===== src/rtl/util_diff_1553_pkg.sv =====
`default_nettype none
// ============================================================================
//  Module      : util_diff_1553_pkg
//  Description : Shared definitions for the differential 1553 Manchester
//                decoder: FSM state encoding, line level constants and
//                sync-length derivation from the half-bit period.
//  Revision    : 1.0  initial release
// ============================================================================
package util_diff_1553_pkg;

    typedef enum logic [1:0] {
        ST_IDLE   = 2'd0,
        ST_SYNC_A = 2'd1,
        ST_SYNC_B = 2'd2,
        ST_DATA   = 2'd3
    } state_t;

    // Line levels from the differential front end; 00/11 mean no signal.
    localparam logic [1:0] POS = 2'b10;
    localparam logic [1:0] NEG = 2'b01;

    // Bit index of the parity bit (16 data bits precede it).
    localparam logic [4:0] PARITY_BIT = 5'd16;

    // Each sync half lasts three half-bit periods.
    function automatic int sync_len(input int h);
        return 3 * h;
    endfunction

    function automatic int sync_min(input int h, input int tol);
        return 3 * h - tol;
    endfunction

    function automatic int sync_max(input int h, input int tol);
        return 3 * h + tol;
    endfunction

    function automatic logic is_level(input logic [1:0] lvl);
        return (lvl == POS) || (lvl == NEG);
    endfunction

    function automatic logic [1:0] opposite(input logic [1:0] lvl);
        return {lvl[0], lvl[1]};
    endfunction

endpackage : util_diff_1553_pkg
`default_nettype wire


===== src/rtl/util_manchester_sampler.sv =====
`default_nettype none
// ============================================================================
//  Module      : util_manchester_sampler
//  Description : Free-running timer referenced to the sync mid-point (t0).
//                Times out the second sync half, then produces mid-half
//                sample strobes and the current bit index for each bit.
//  Ports       : clk, rst        - clock, synchronous active-high reset
//                start           - pulse on the t0 clock, loads the timer
//                active          - decoder is in SYNC_B/DATA; low clears
//                first_stb       - sample the first half of bit_idx now
//                second_stb      - sample the second half of bit_idx now
//                in_data         - second sync half has elapsed
//                bit_idx         - bit number being received (16 = parity)
//  Revision    : 1.0  initial release
// ============================================================================
module util_manchester_sampler
    import util_diff_1553_pkg::*;
#(
    parameter int HALF_BIT_CLKS = 8
) (
    input  logic       clk,
    input  logic       rst,
    input  logic       start,
    input  logic       active,
    output logic       first_stb,
    output logic       second_stb,
    output logic       in_data,
    output logic [4:0] bit_idx
);

    localparam int c_sync_clks = sync_len(HALF_BIT_CLKS);
    localparam int c_sync_w    = $clog2(c_sync_clks);
    localparam int c_phase_w   = $clog2(2 * HALF_BIT_CLKS);

    localparam logic [c_sync_w-1:0]  c_sync_one   = c_sync_w'(1);
    localparam logic [c_sync_w-1:0]  c_sync_last  = c_sync_w'(c_sync_clks - 1);
    localparam logic [c_phase_w-1:0] c_phase_one  = c_phase_w'(1);
    localparam logic [c_phase_w-1:0] c_phase_last = c_phase_w'(2 * HALF_BIT_CLKS - 1);
    localparam logic [c_phase_w-1:0] c_first_at   = c_phase_w'(HALF_BIT_CLKS / 2);
    localparam logic [c_phase_w-1:0] c_second_at  = c_phase_w'((3 * HALF_BIT_CLKS) / 2);

    logic [c_sync_w-1:0]  r_sync_cnt;
    logic [c_phase_w-1:0] r_phase;
    logic [4:0]           r_bit;
    logic                 r_in_data;

    // Counter value n is held while the clock t0+n is sampled: start loads 1
    // on t0, so phase p of bit k lines up with clock t0+3H+2Hk+p.
    always_ff @(posedge clk) begin
        if (rst) begin
            r_sync_cnt <= '0;
            r_in_data  <= 1'b0;
            r_phase    <= '0;
            r_bit      <= '0;
        end else if (start) begin
            r_sync_cnt <= c_sync_one;
            r_in_data  <= 1'b0;
            r_phase    <= '0;
            r_bit      <= '0;
        end else if (!active) begin
            r_sync_cnt <= '0;
            r_in_data  <= 1'b0;
            r_phase    <= '0;
            r_bit      <= '0;
        end else if (!r_in_data) begin
            if (r_sync_cnt == c_sync_last) begin
                r_in_data <= 1'b1;
                r_phase   <= '0;
            end else begin
                r_sync_cnt <= r_sync_cnt + c_sync_one;
            end
        end else if (r_phase == c_phase_last) begin
            r_phase <= '0;
            r_bit   <= r_bit + 5'd1;
        end else begin
            r_phase <= r_phase + c_phase_one;
        end
    end

    assign first_stb  = r_in_data && (r_phase == c_first_at);
    assign second_stb = r_in_data && (r_phase == c_second_at);
    assign in_data    = r_in_data;
    assign bit_idx    = r_bit;

endmodule : util_manchester_sampler
`default_nettype wire


===== src/rtl/util_diff_1553_dec.sv =====
`default_nettype none
// ============================================================================
//  Module      : util_diff_1553_dec
//  Description : MIL-STD-1553 style Manchester word decoder fed by a
//                differential level detector. Recognises the 3-bit-long
//                sync, then samples 16 data bits plus odd parity against a
//                timer started at the sync mid-point.
//  Ports       : clk, rst    - clock, synchronous active-high reset
//                en          - decoder enable (low forces IDLE, no pulses)
//                diff_in     - 10 positive, 01 negative, 00/11 no signal
//                data        - last good word, MSB received first
//                sync_type   - 1 command/status sync, 0 data sync
//                data_valid  - one-cycle pulse for a good word
//                parity_err  - odd-parity failure of the flagged word
//                frame_err   - one-cycle pulse on a Manchester violation
//                idle        - FSM is in IDLE
//  Revision    : 1.0  initial release
// ============================================================================
module util_diff_1553_dec
    import util_diff_1553_pkg::*;
#(
    parameter int HALF_BIT_CLKS = 8,
    parameter int SYNC_TOL      = 4
) (
    input  logic        clk,
    input  logic        rst,
    input  logic        en,
    input  logic [1:0]  diff_in,
    output logic [15:0] data,
    output logic        sync_type,
    output logic        data_valid,
    output logic        parity_err,
    output logic        frame_err,
    output logic        idle
);

    localparam int c_run_max_i = sync_max(HALF_BIT_CLKS, SYNC_TOL);
    localparam int c_run_w     = $clog2(c_run_max_i + 1);

    localparam logic [c_run_w-1:0] c_run_one = c_run_w'(1);
    localparam logic [c_run_w-1:0] c_run_min = c_run_w'(sync_min(HALF_BIT_CLKS, SYNC_TOL));
    localparam logic [c_run_w-1:0] c_run_max = c_run_w'(c_run_max_i);

    state_t               r_state;
    logic [1:0]           r_prev;
    logic [1:0]           r_level;
    logic [c_run_w-1:0]   r_run_cnt;
    logic                 r_sync_type;
    logic [1:0]           r_h1;
    logic [1:0]           r_h2;
    logic                 r_eval;
    logic                 r_eval_last;
    logic [15:0]          r_shift;

    logic                 w_first_stb;
    logic                 w_second_stb;
    logic                 w_in_data;
    logic [4:0]           w_bit_idx;
    logic                 w_in_range;
    logic                 w_start;
    logic                 w_active;
    logic                 w_bit_ok;
    logic                 w_bit_val;

    assign w_in_range = (r_run_cnt >= c_run_min) && (r_run_cnt <= c_run_max);
    assign w_start    = en && (r_state == ST_SYNC_A) &&
                        (diff_in == opposite(r_level)) && w_in_range;
    assign w_active   = (r_state == ST_SYNC_B) || (r_state == ST_DATA);

    // A bit is legal only as POS->NEG (1) or NEG->POS (0).
    assign w_bit_ok   = ((r_h1 == POS) && (r_h2 == NEG)) ||
                        ((r_h1 == NEG) && (r_h2 == POS));
    assign w_bit_val  = (r_h1 == POS);

    assign idle       = (r_state == ST_IDLE);

    util_manchester_sampler #(
        .HALF_BIT_CLKS (HALF_BIT_CLKS)
    ) u_sampler (
        .clk        (clk),
        .rst        (rst),
        .start      (w_start),
        .active     (w_active),
        .first_stb  (w_first_stb),
        .second_stb (w_second_stb),
        .in_data    (w_in_data),
        .bit_idx    (w_bit_idx)
    );

    always_ff @(posedge clk) begin
        if (rst) begin
            r_state     <= ST_IDLE;
            r_prev      <= 2'b00;
            r_level     <= 2'b00;
            r_run_cnt   <= '0;
            r_sync_type <= 1'b0;
            r_h1        <= 2'b00;
            r_h2        <= 2'b00;
            r_eval      <= 1'b0;
            r_eval_last <= 1'b0;
            r_shift     <= '0;
            data        <= '0;
            sync_type   <= 1'b0;
            data_valid  <= 1'b0;
            parity_err  <= 1'b0;
            frame_err   <= 1'b0;
        end else begin
            r_prev     <= diff_in;
            data_valid <= 1'b0;
            frame_err  <= 1'b0;

            if (!en) begin
                r_state   <= ST_IDLE;
                r_run_cnt <= '0;
                r_eval    <= 1'b0;
            end else begin
                case (r_state)
                    ST_IDLE: begin
                        // Only an edge into a valid level can begin a sync.
                        if (is_level(diff_in) && (diff_in != r_prev)) begin
                            r_state   <= ST_SYNC_A;
                            r_level   <= diff_in;
                            r_run_cnt <= c_run_one;
                        end
                    end

                    ST_SYNC_A: begin
                        if (diff_in == r_level) begin
                            if (r_run_cnt >= c_run_max) begin
                                r_state   <= ST_IDLE;
                                r_run_cnt <= '0;
                            end else begin
                                r_run_cnt <= r_run_cnt + c_run_one;
                            end
                        end else if (w_start) begin
                            r_state     <= ST_SYNC_B;
                            r_sync_type <= (r_level == POS);
                            r_run_cnt   <= '0;
                            r_eval      <= 1'b0;
                            r_shift     <= '0;
                        end else begin
                            // No signal, or a mid-transition at the wrong time.
                            r_state   <= ST_IDLE;
                            r_run_cnt <= '0;
                        end
                    end

                    ST_SYNC_B: begin
                        if (w_in_data) begin
                            r_state <= ST_DATA;
                        end
                    end

                    ST_DATA: begin
                        if (w_first_stb) begin
                            r_h1 <= diff_in;
                        end
                        if (w_second_stb) begin
                            r_h2        <= diff_in;
                            r_eval      <= 1'b1;
                            r_eval_last <= (w_bit_idx == PARITY_BIT);
                        end
                        // Halves are judged one clock after the second sample.
                        if (r_eval) begin
                            r_eval <= 1'b0;
                            if (!w_bit_ok) begin
                                frame_err <= 1'b1;
                                r_state   <= ST_IDLE;
                            end else if (r_eval_last) begin
                                data       <= r_shift;
                                sync_type  <= r_sync_type;
                                parity_err <= ~(^r_shift ^ w_bit_val);
                                data_valid <= 1'b1;
                                r_state    <= ST_IDLE;
                            end else begin
                                r_shift <= {r_shift[14:0], w_bit_val};
                            end
                        end
                    end

                    default: begin
                        r_state <= ST_IDLE;
                    end
                endcase
            end
        end
    end

endmodule : util_diff_1553_dec
`default_nettype wire


===== config.mk =====
export PLATFORM = sky130hd
export DESIGN_NAME = util_diff_1553_dec
export DESIGN_NICKNAME = d
export VERILOG_FILES = /design/src/rtl/util_diff_1553_pkg.sv /design/src/rtl/util_manchester_sampler.sv /design/src/rtl/util_diff_1553_dec.sv
export SDC_FILE = /design/constraint.sdc
export NUM_CORES = 1
export LEC_CHECK = 0
export ABC_AREA = 1
export BUFFER_PORTS_ARGS = -buffer_cell sky130_fd_sc_hd__buf_2
export CORE_ASPECT_RATIO = 1.5
export CORE_MARGIN = 2
export CORE_UTILIZATION = 55
export DETAILED_ROUTE_END_ITERATION = 10
export GPL_TIMING_DRIVEN = 0
export PLACE_DENSITY = 0.78
export SETUP_SLACK_MARGIN = 0.3
export SKIP_CTS_REPAIR_TIMING = 1
export SLEW_MARGIN = 25
export SYNTH_ARGS = -nofsm -noshare
export SYNTH_HDL_FRONTEND = slang
export SYNTH_SLANG_ARGS = --single-unit

===== constraint.sdc =====
create_clock -name clk -period 3.8 [get_ports clk]
set_input_delay 0.19 -clock clk [delete_from_list [all_inputs] [get_ports clk]]
set_output_delay 0.19 -clock clk [all_outputs]
set_load 0.03 [all_outputs]

==> results.toml, run 1 <==
[worst_setup_path]
r2r-end = "r_shift[13]"
crit-reg2reg-launch = "r_h1[1]"
crit_fanout = 10
crit_path_end_kind = "flop"
reg2reg_slack_ns = 2.07
cp.arrival_ns = 1.98
r2r_cells = 10
worst-setup-path-type = "flop to flop"
worstSetupStartpointType = "flop"
crit_required_ns = 4.05

[cts]
cts_sinks = 69
cts_root_buf = "clkbuf_8"
tritoncts = "yes"
worstSkewPairLatency_ns = 0.36
cts.clk_slew.worst_paths_ns = 0.07
h-tree-depth = 3
cts_made_buffers = 9
cts_buffer_depth = 2

[power]
max-vdd-ir-drop_mv = 0.3415
leakage_nw = 1.571
p_per_area_nw_per_um2 = 379.1
power_mw = 1.434

[cells_and_area]
fin_nets = 527
postLayoutCoreUtil = 0.6259
area_delta_synth_final_pct = 11.67
insertedDiodeCount = 0
drive_above_1_share = 0.1503
design_area_um2 = 3782

[synth]
yosys.area_share.simple = 0.2785
synthAdderAreaFrac = 0.02586
ys.warnings.count = 0
synthCells = 479
synth_compound_area_frac = 0.1869
mappedNetlistArea_um2 = 3387
synth_cell_types = 33
synth_top_family_by_area = "simple AND/OR/NAND/NOR gates"
synthTopCellsByArea = "dfxtp_1 41%, nand2_1 15%, a21oi_1 9.6%"
avgSynthCellArea_um2 = 7.071
synthMuxAreaShare = 0
synth-xor-area-share = 0.01034
synth_top_area_frac = 0.4078
synth_top_cell_by_area = "dfxtp_1"
syn_nets = 491
ys_seq_elements = 69
synth_seq_area_share = 0.4078

[detailed_routing]
routed_wl_um = 7422
num_vias = 3147
drc = 0
ant_nets = 0
routedWlPerCell_um = 12.52
drtIter0Drc = 124
vias_per_cell = 5.307
dr.pass1.iters = 4

[placed_design]
port_buffers = 25
preCtsSetupSlack_ns = 2.094
dpl.hpwl_um = 5592
postPlaceCellArea_um2 = 3605
place_congestion = 0.8800

[sta]
drv_slew = 0
period_needed_ns = 1.728
worst_slack_ns = 2.072
post-route-period-util = 0.4548
worstMarginPinSlew_ns = 0.8051
max_freq_mhz = 578.6
max_slew_margin = 0.4583
finalSetupViolCount = 0
clock_skew_ns = 0.01130
grt_setup_unrepaired = "false"
hold_viol_final = 0
tns_ns = 0

[global_routing]
grt_pass1_wl_um = 12190
grt_overflow_total = 0
track_usage = 0.2359
first_global_vias = 2913
grt_max_degree = 11
antenna_found_initial = 0

[floorplanning]
row_count = 35
coreArea_um2 = 6043
initial_core_util = 0.5605
die_area_um2 = 6815
io_pins = 26
die_w_um = 68.08
die_y_um = 100.1

[status]
outcome = "completed"

[worst_hold_path]
hold_class = "input pin to flop"
hold_end = "frame_err"
holdCritStartpoint = "en"
whs_path_depth = 3

[flow_run]
maxCapViolCount = 0
==> cell families (layout without fill, tap and decap cells) <==
logic type,after synthesis,after routing
and+or+nand+nor,216,216
AOI/OAI and AO/OA,115,115
DFF,69,69
buffers and inverters,68,108
adders and majority gates,7,7
xor gates and xnor gates,4,4
==> cells in the final DEF (no fill, tap or decap), types with 2 or more instances in the layout <==
master	count
clkbuf_8	12
nand2_2	2
clkbuf_1	4
nand4_1	3
nor2_4	2
buf_4	2
nor2_1	30
ha_1	7
dfxtp_1	69
a21oi_1	65
buf_6	3
nand2_4	3
o21ai_0	34
inv_1	51
nor3_1	6
nor2_2	4
nand3_2	3
inv_2	4
xor2_1	3
a21oi_2	10
nor4_1	2
a211oi_1	3
nand3_1	26
buf_2	29
nand2_1	132
==> per-layer routing <==
metal  vias to the layer above  part of all wire  track usage
met4                         0             0.033       0.1138
met5                         -                 0            0
met3                        21             0.029      0.05045
li1                       1631                 -            -
met2                        56              0.54       0.4339
met1                      1439              0.40       0.2416
==> cell type report <==
class                      count  area, um2
fill                         552       2261
multi-input combinational    342       1699
sequential                    69       1381
inverter                      56      210.2
clock buffer                  14      172.7
timing repair buffer          25      125.1
buffer                        12      96.34
tap                           74      92.59
clock inverter                 1      5.005
==> registers in the layout, summed over array words and instances, names as in the netlist, 2 cells and up, named ones only <==
name,flops
data,16
r_shift,16
r_run_cnt,5
u_sampler.bit_idx,5
u_sampler.r_sync_cnt,5
u_sampler.r_phase,4
r_h1,2
r_h2,2
r_level,2
r_prev,2
==> stage by stage <==
stage          cells  hold slack (ns)
6_report         593           0.1591
5_1_grt          593           0.1743
4_1_cts          593           0.1492
3_5_place_dp     578           0.4527
3_3_place_gp     578           0.4332
2_1_floorplan    479           0.3265
==> critical path, stage by stage (launching register included) <==
cell	delay [ns]
dfxtp_1	0.37
inv_1	0.06
nor2_2	0.20
nand3_2	0.11
nand2_2	0.12
nand2_2	0.07
a21oi_4	0.27
nand2_4	0.08
nand2_4	0.11
buf_12	0.15
a21oi_2	0.05
==> synthesized netlist by cell type <==
master,number
or2_1,1
nand3_2,3
a21oi_1,65
buf_4,2
xor2_1,3
a211oi_1,3
nand2_2,2
xnor2_1,1
nor2_1,30
buf_12,1
buf_6,3
nand2_4,3
nand3b_1,1
buf_2,4
inv_2,4
clkbuf_1,2
nor4_1,2
o21ai_1,1
inv_1,51
a21oi_4,1
nor3_1,6
clkinv_1,1
ha_1,7
a31oi_1,1
nor2_4,2
nor2_2,4
or2_2,1
dfxtp_1,69
o21ai_0,34
nand3_1,26
a21oi_2,10
nand2_1,132
nand4_1,3
==> power by group <==
part,internal [mW],switching (mW)
Sequential,0.735,0.0137
Clock,0.286,0.268
Combinational,0.0452,0.0862
==> worst max path at each step <==
stage,slack [ns],startpoint,cells past startpoint,end
2_1_floorplan,2.36,flop,8,flop
3_3_place_gp,2.14,r_h1[1],10,r_shift[5]
3_5_place_dp,2.09,r_h1[1],10,r_shift[13]
4_1_cts,2.07,r_h1[1],10,r_shift[13]
5_1_grt,1.94,r_h1[1],9,data[15]
6_report,2.07,r_h1[1],10,r_shift[13]
No activity file was read; power rests on OpenSTA's default activity.
==> run 2: changes to the inputs <==
ABC_AREA = 0   (was 1)
CORE_UTILIZATION = 53   (was 55)
PLACE_DENSITY = 0.79   (was 0.78)
clock period = 1.45 ns   (was 3.8 ns; I/O delays follow)
==> results.toml, run 2 <==
[synth]
mappedNetlistArea_um2 = 3167
synth_cell_types = 45
synth_seq_area_share = 0.4362
ys_seq_elements = 69
synthTopCellsByArea = "dfxtp_1 44%, mux2i_1 8.2%, nor2_1 5.9%"
syn_nets = 367
avgSynthCellArea_um2 = 8.921
synth_edf_count = 0
ys.warnings.count = 0
synth_top_flop_cell = "dfxtp_1"
async_reset_ff_frac = 0
synth_top_area_frac = 0.4362
synthCells = 355
synthTopCellsByCount = "69 x dfxtp_1, 50 x nor2_1, 27 x nand2_1"
synth.most_common_cell = "dfxtp_1"
synth_top_cell_by_area = "dfxtp_1"

[cells_and_area]
reg.largest.list = "data (16), r_shift (16)"
postLayoutCoreUtil = 0.7519
drive_above_1_share = 0.3571
layout_commonest_cell = "dfxtp_1"
design_area_um2 = 4350
insertedDiodeCount = 0
instances_no_fill = 492
area_delta_synth_final_pct = 37.38
fin_nets = 427
fill_cells = 409
layout_common_cells = "50 x dfxtp_1, 47 x nor2_1, 25 x mux2i_1"

[floorplanning]
die_y_um = 98.67
coreArea_um2 = 5786
row_count = 34
io_pins = 26
die_w_um = 67.12
die_area_um2 = 6622
initial_core_util = 0.5474

[worst_setup_path]
crit_required_ns = 1.73
worstSetupStartpointType = "flop"
slowest_stage = "o41a_1"
max_stage_delay_ns = 0.55
crit-reg2reg-launch = "r_run_cnt[0]"
worst-setup-path-type = "flop to flop"
crit_path_end_kind = "flop"
cp.arrival_ns = 2.16
r2r-end = "r_shift[14]"
crit_chain = "o211ai_1 -> nand2_1 -> o41a_1 -> or2_4 -> buf_8 -> o21ai_1"
reg2reg_slack_ns = -0.43
crit_fanout = 10
r2r_cells = 6

[sta]
max_freq_mhz = 531.0
hold_viol_final = 0
finalSetupViolCount = 48
grt_setup_unrepaired = "true"
period_needed_ns = 1.883
clock_skew_ns = 0.01217
worst_slack_ns = -0.4333
post-route-period-util = 1.299
drv_slew = 0
tns_ns = -12.12
max_slew_margin = 0.5427
fin_hold_ws_ns = 0.01943
worstMarginPinSlew_ns = 0.6859

[cts]
h-tree-depth = 3
cts_made_buffers = 9
cts_buffer_depth = 2
cts.clk_slew.worst_paths_ns = 0.08
worstSkewPairLatency_ns = 0.36
tritoncts = "yes"
cts_root_buf = "clkbuf_8"
cts_sinks = 69

[power]
max-vdd-ir-drop_mv = 0.7535
p_per_area_nw_per_um2 = 896.2
leakage_nw = 1.718
power_mw = 3.899

[detailed_routing]
drtIter0Drc = 191
routed_wl_um = 8327
routedWlPerCell_um = 16.92
dr.pass1.iters = 4
vias_per_cell = 5.673
drc = 0
num_vias = 2791
ant_nets = 0

[global_routing]
track_usage = 0.2244
antenna_found_initial = 0
grt_overflow_total = 0
first_global_vias = 2570
grt_pass1_wl_um = 11360
grt_max_degree = 12

[placed_design]
place_congestion = 0.8014
placedCellCount = 450
port_buffers = 23
postPlaceCellArea_um2 = 3560
dpl.hpwl_um = 4767
preCtsSetupSlack_ns = -0.4049

[worst_hold_path]
holdCritStartpoint = "diff_in[0]"
hold_end = "r_prev[0]"
hold_class = "input pin to flop"
whs_path_depth = 2

[flow_run]
maxCapViolCount = 0

[status]
violations = "setup timing"
outcome = "finished with violations"
-- run 2: changes by cell type in the layout (fill, tap and decap cells not counted), sizes merged, moves of 4 or more --
| cell | previous run | this run |
|---|---|---|
| nand3 | 29 | 2 |
| nor2b | 0 | 21 |
| o211ai | 0 | 4 |
| xor2 | 3 | 11 |
| xnor2 | 1 | 16 |
| mux2i | 0 | 26 |
| clkbuf | 16 | 24 |
| nand2 | 137 | 27 |
| nor2 | 36 | 50 |
| buf | 35 | 56 |
| nand2b | 0 | 6 |
| a21oi | 76 | 12 |
| inv | 55 | 12 |
-- run 2: per-layer routing --
layer,track usage,up-vias,wire [um]
met1,0.2406,1354,3167
met3,0.05479,33,281
met5,0,-,0
met4,0.1193,0,372
met2,0.3922,71,4505
li1,-,1333,-
-- run 2: worst max-delay path by stage --
stage                       from  cells after the start           to
detailed placement          flop                      7  r_shift[12]
finish              r_run_cnt[0]                      6  r_shift[14]
global placement            flop                      7  r_shift[11]
floorplan             r_level[0]                      6  r_shift[10]
global route          r_level[1]                      6  r_shift[14]
CTS                   r_level[0]                      6   r_shift[5]
-- run 2: critical path, delay by kind of cell (launching register included) --
| family | cells | cell delay, ns |
|---|---|---|
| AO/OA/AOI/OAI | 3 | 0.86 |
| buffers and inverters | 1 | 0.15 |
| AND/OR/NAND/NOR | 2 | 0.45 |
| flip-flops | 1 | 0.35 |
-- run 2: cell type report --
| cell class | count | area, um2 | area share |
|---|---|---|---|
| Buffer | 17 | 150.1 | 0.03451 |
| Inverter | 12 | 60.06 | 0.01381 |
| Multi-Input combinational cell | 257 | 2007 | 0.4613 |
| Sequential cell | 69 | 1423 | 0.3270 |
| Clock inverter | 2 | 35.03 | 0.008053 |
| Clock buffer | 14 | 203.9 | 0.04688 |
| Timing Repair Buffer | 49 | 381.6 | 0.08772 |
| Tap cell | 72 | 90.09 | 0.02071 |
-- run 2: power breakdown --
group	total, mW	internal, mW	switching [mW]	leakage, nW
sequential	1.90	1.89	0.0134	0.568
combinational	0.156	0.0589	0.0972	1.03
clock	1.84	1.09	0.753	0.124
total	3.90	3.04	0.863	1.72
-- run 2: kinds of logic after synthesis --
| group | synth area share |
|---|---|
| XOR/XNOR | 0.08415 |
| buffers and inverters | 0.04030 |
| AND/OR/NAND/NOR | 0.1908 |
| AO/OA/AOI/OAI | 0.1316 |
| multiplexers | 0.08929 |
| adder cells (fa/ha/maj) | 0.02766 |
| flip-flops | 0.4362 |
==> run 3: changes to the inputs <==
ABC_AREA = unset   (was 0)
SETUP_SLACK_MARGIN = 0.2   (was 0.3)
==> results.toml, run 3 (synthesis gave the netlist of run 2 again) <==
[power]
leakage_nw = 1.597
max-vdd-ir-drop_mv = 0.7924
power_mw = 3.929
p_per_area_nw_per_um2 = 964.7

[sta]
grt_setup_unrepaired = "true"
clock_skew_ns = 0.008808
max_freq_mhz = 522.6
finalSetupViolCount = 40
post-route-period-util = 1.320
hold_viol_final = 0
max_slew_margin = 0.6314
fin_hold_ws_ns = 0.04349
worstMarginPinSlew_ns = 0.5530
worst_slack_ns = -0.4637
drv_slew = 0
period_needed_ns = 1.914

[worst_setup_path]
crit_path_end_kind = "flop"
cp.arrival_ns = 2.20
worst-setup-path-type = "flop to flop"
crit_required_ns = 1.73
crit_fanout = 10
worstSetupStartpointType = "flop"

[cts]
cts_buffer_depth = 2
worstSkewPairLatency_ns = 0.35
cts_made_buffers = 9
h-tree-depth = 3
cts_root_buf = "clkbuf_8"
tritoncts = "yes"
cts.clk_slew.worst_paths_ns = 0.07
cts_sinks = 69

[cells_and_area]
instances_no_fill = 476
drive_above_1_share = 0.3020
insertedDiodeCount = 0
fin_nets = 411
postLayoutCoreUtil = 0.7039
layout_common_cells = "53 x dfxtp_1, 47 x nor2_1, 26 x mux2i_1"
layout_commonest_cell = "dfxtp_1"
reg.largest.list = "data (16), r_shift (16)"
area_delta_synth_final_pct = 28.61

[floorplanning]
initial_core_util = 0.5474
die_y_um = 98.67
die_area_um2 = 6622
coreArea_um2 = 5786
row_count = 34
die_w_um = 67.12
io_pins = 26

[status]
outcome = "finished with violations"
violations = "setup timing"

[global_routing]
grt_overflow_total = 0
track_usage = 0.2262
first_global_vias = 2501
grt_max_degree = 13
grt_pass1_wl_um = 11400
antenna_found_initial = 0

[placed_design]
port_buffers = 23
place_congestion = 0.8025
dpl.hpwl_um = 4805
placedCellCount = 450
preCtsSetupSlack_ns = -0.4207

[detailed_routing]
vias_per_cell = 5.502
ant_nets = 0
drc = 0
num_vias = 2619
routed_wl_um = 7264
drtIter0Drc = 186
dr.pass1.iters = 4
routedWlPerCell_um = 15.26

[worst_hold_path]
hold_class = "input pin to flop"

[flow_run]
maxCapViolCount = 0
-- run 3: routing by layer --
| layer | part of all wire | track usage | wire, um |
|---|---|---|---|
| met5 | 0 | 0 | 0 |
| met3 | 0.037 | 0.05137 | 268 |
| met2 | 0.53 | 0.3877 | 3883 |
| met1 | 0.41 | 0.2549 | 2951 |
| met4 | 0.022 | 0.1146 | 161 |
-- run 3: cell type report --
| class | count | area (um2) |
|---|---|---|
| Sequential cell | 69 | 1416 |
| Buffer | 17 | 123.9 |
| Inverter | 12 | 55.05 |
| Clock buffer | 12 | 166.4 |
| Tap cell | 72 | 90.09 |
| Timing Repair Buffer | 33 | 196.4 |
| Clock inverter | 4 | 77.57 |
| Multi-Input combinational cell | 257 | 1947 |
| Fill cell | 448 | 1713 |
-- run 3: final timing paths --
check / end / slack, ns / startpoint / cells past startpoint
max: r_shift[7] / -0.46 / r_level[0] / 6
min: r_prev[0] / 0.04 / diff_in[0] / 2
min reg2reg: data[2] / 0.49 / data[2] / 2
max reg2reg: r_shift[7] / -0.46 / r_level[0] / 6
-- run 3: through the flow --
step / cell area (um2) / TNS [ns]
final: 4073 / -8.685
after global routing: 4073 / -12.50
after CTS: 3766 / -8.453
after detailed placement: 3522 / -7.403
after global placement: 3522 / -6.019
after floorplan: 3317 / -2.581
-- run 3: worst max-delay path: stages (launching register included) --
cell and delay, ns:
dfxtp_4 0.38, xnor2_2 0.18, o2111ai_2 0.16, o41a_1 0.53, or2_4 0.33, buf_6 0.15, o21ai_1 0.12
-- run 3: report_power, final --
part / switching [mW] / internal, mW / leakage [nW]
logic: 0.0994 / 0.0636 / 0.910
registers: 0.0134 / 1.89 / 0.566
clock network: 0.732 / 1.13 / 0.122
total: 0.845 / 3.08 / 1.60
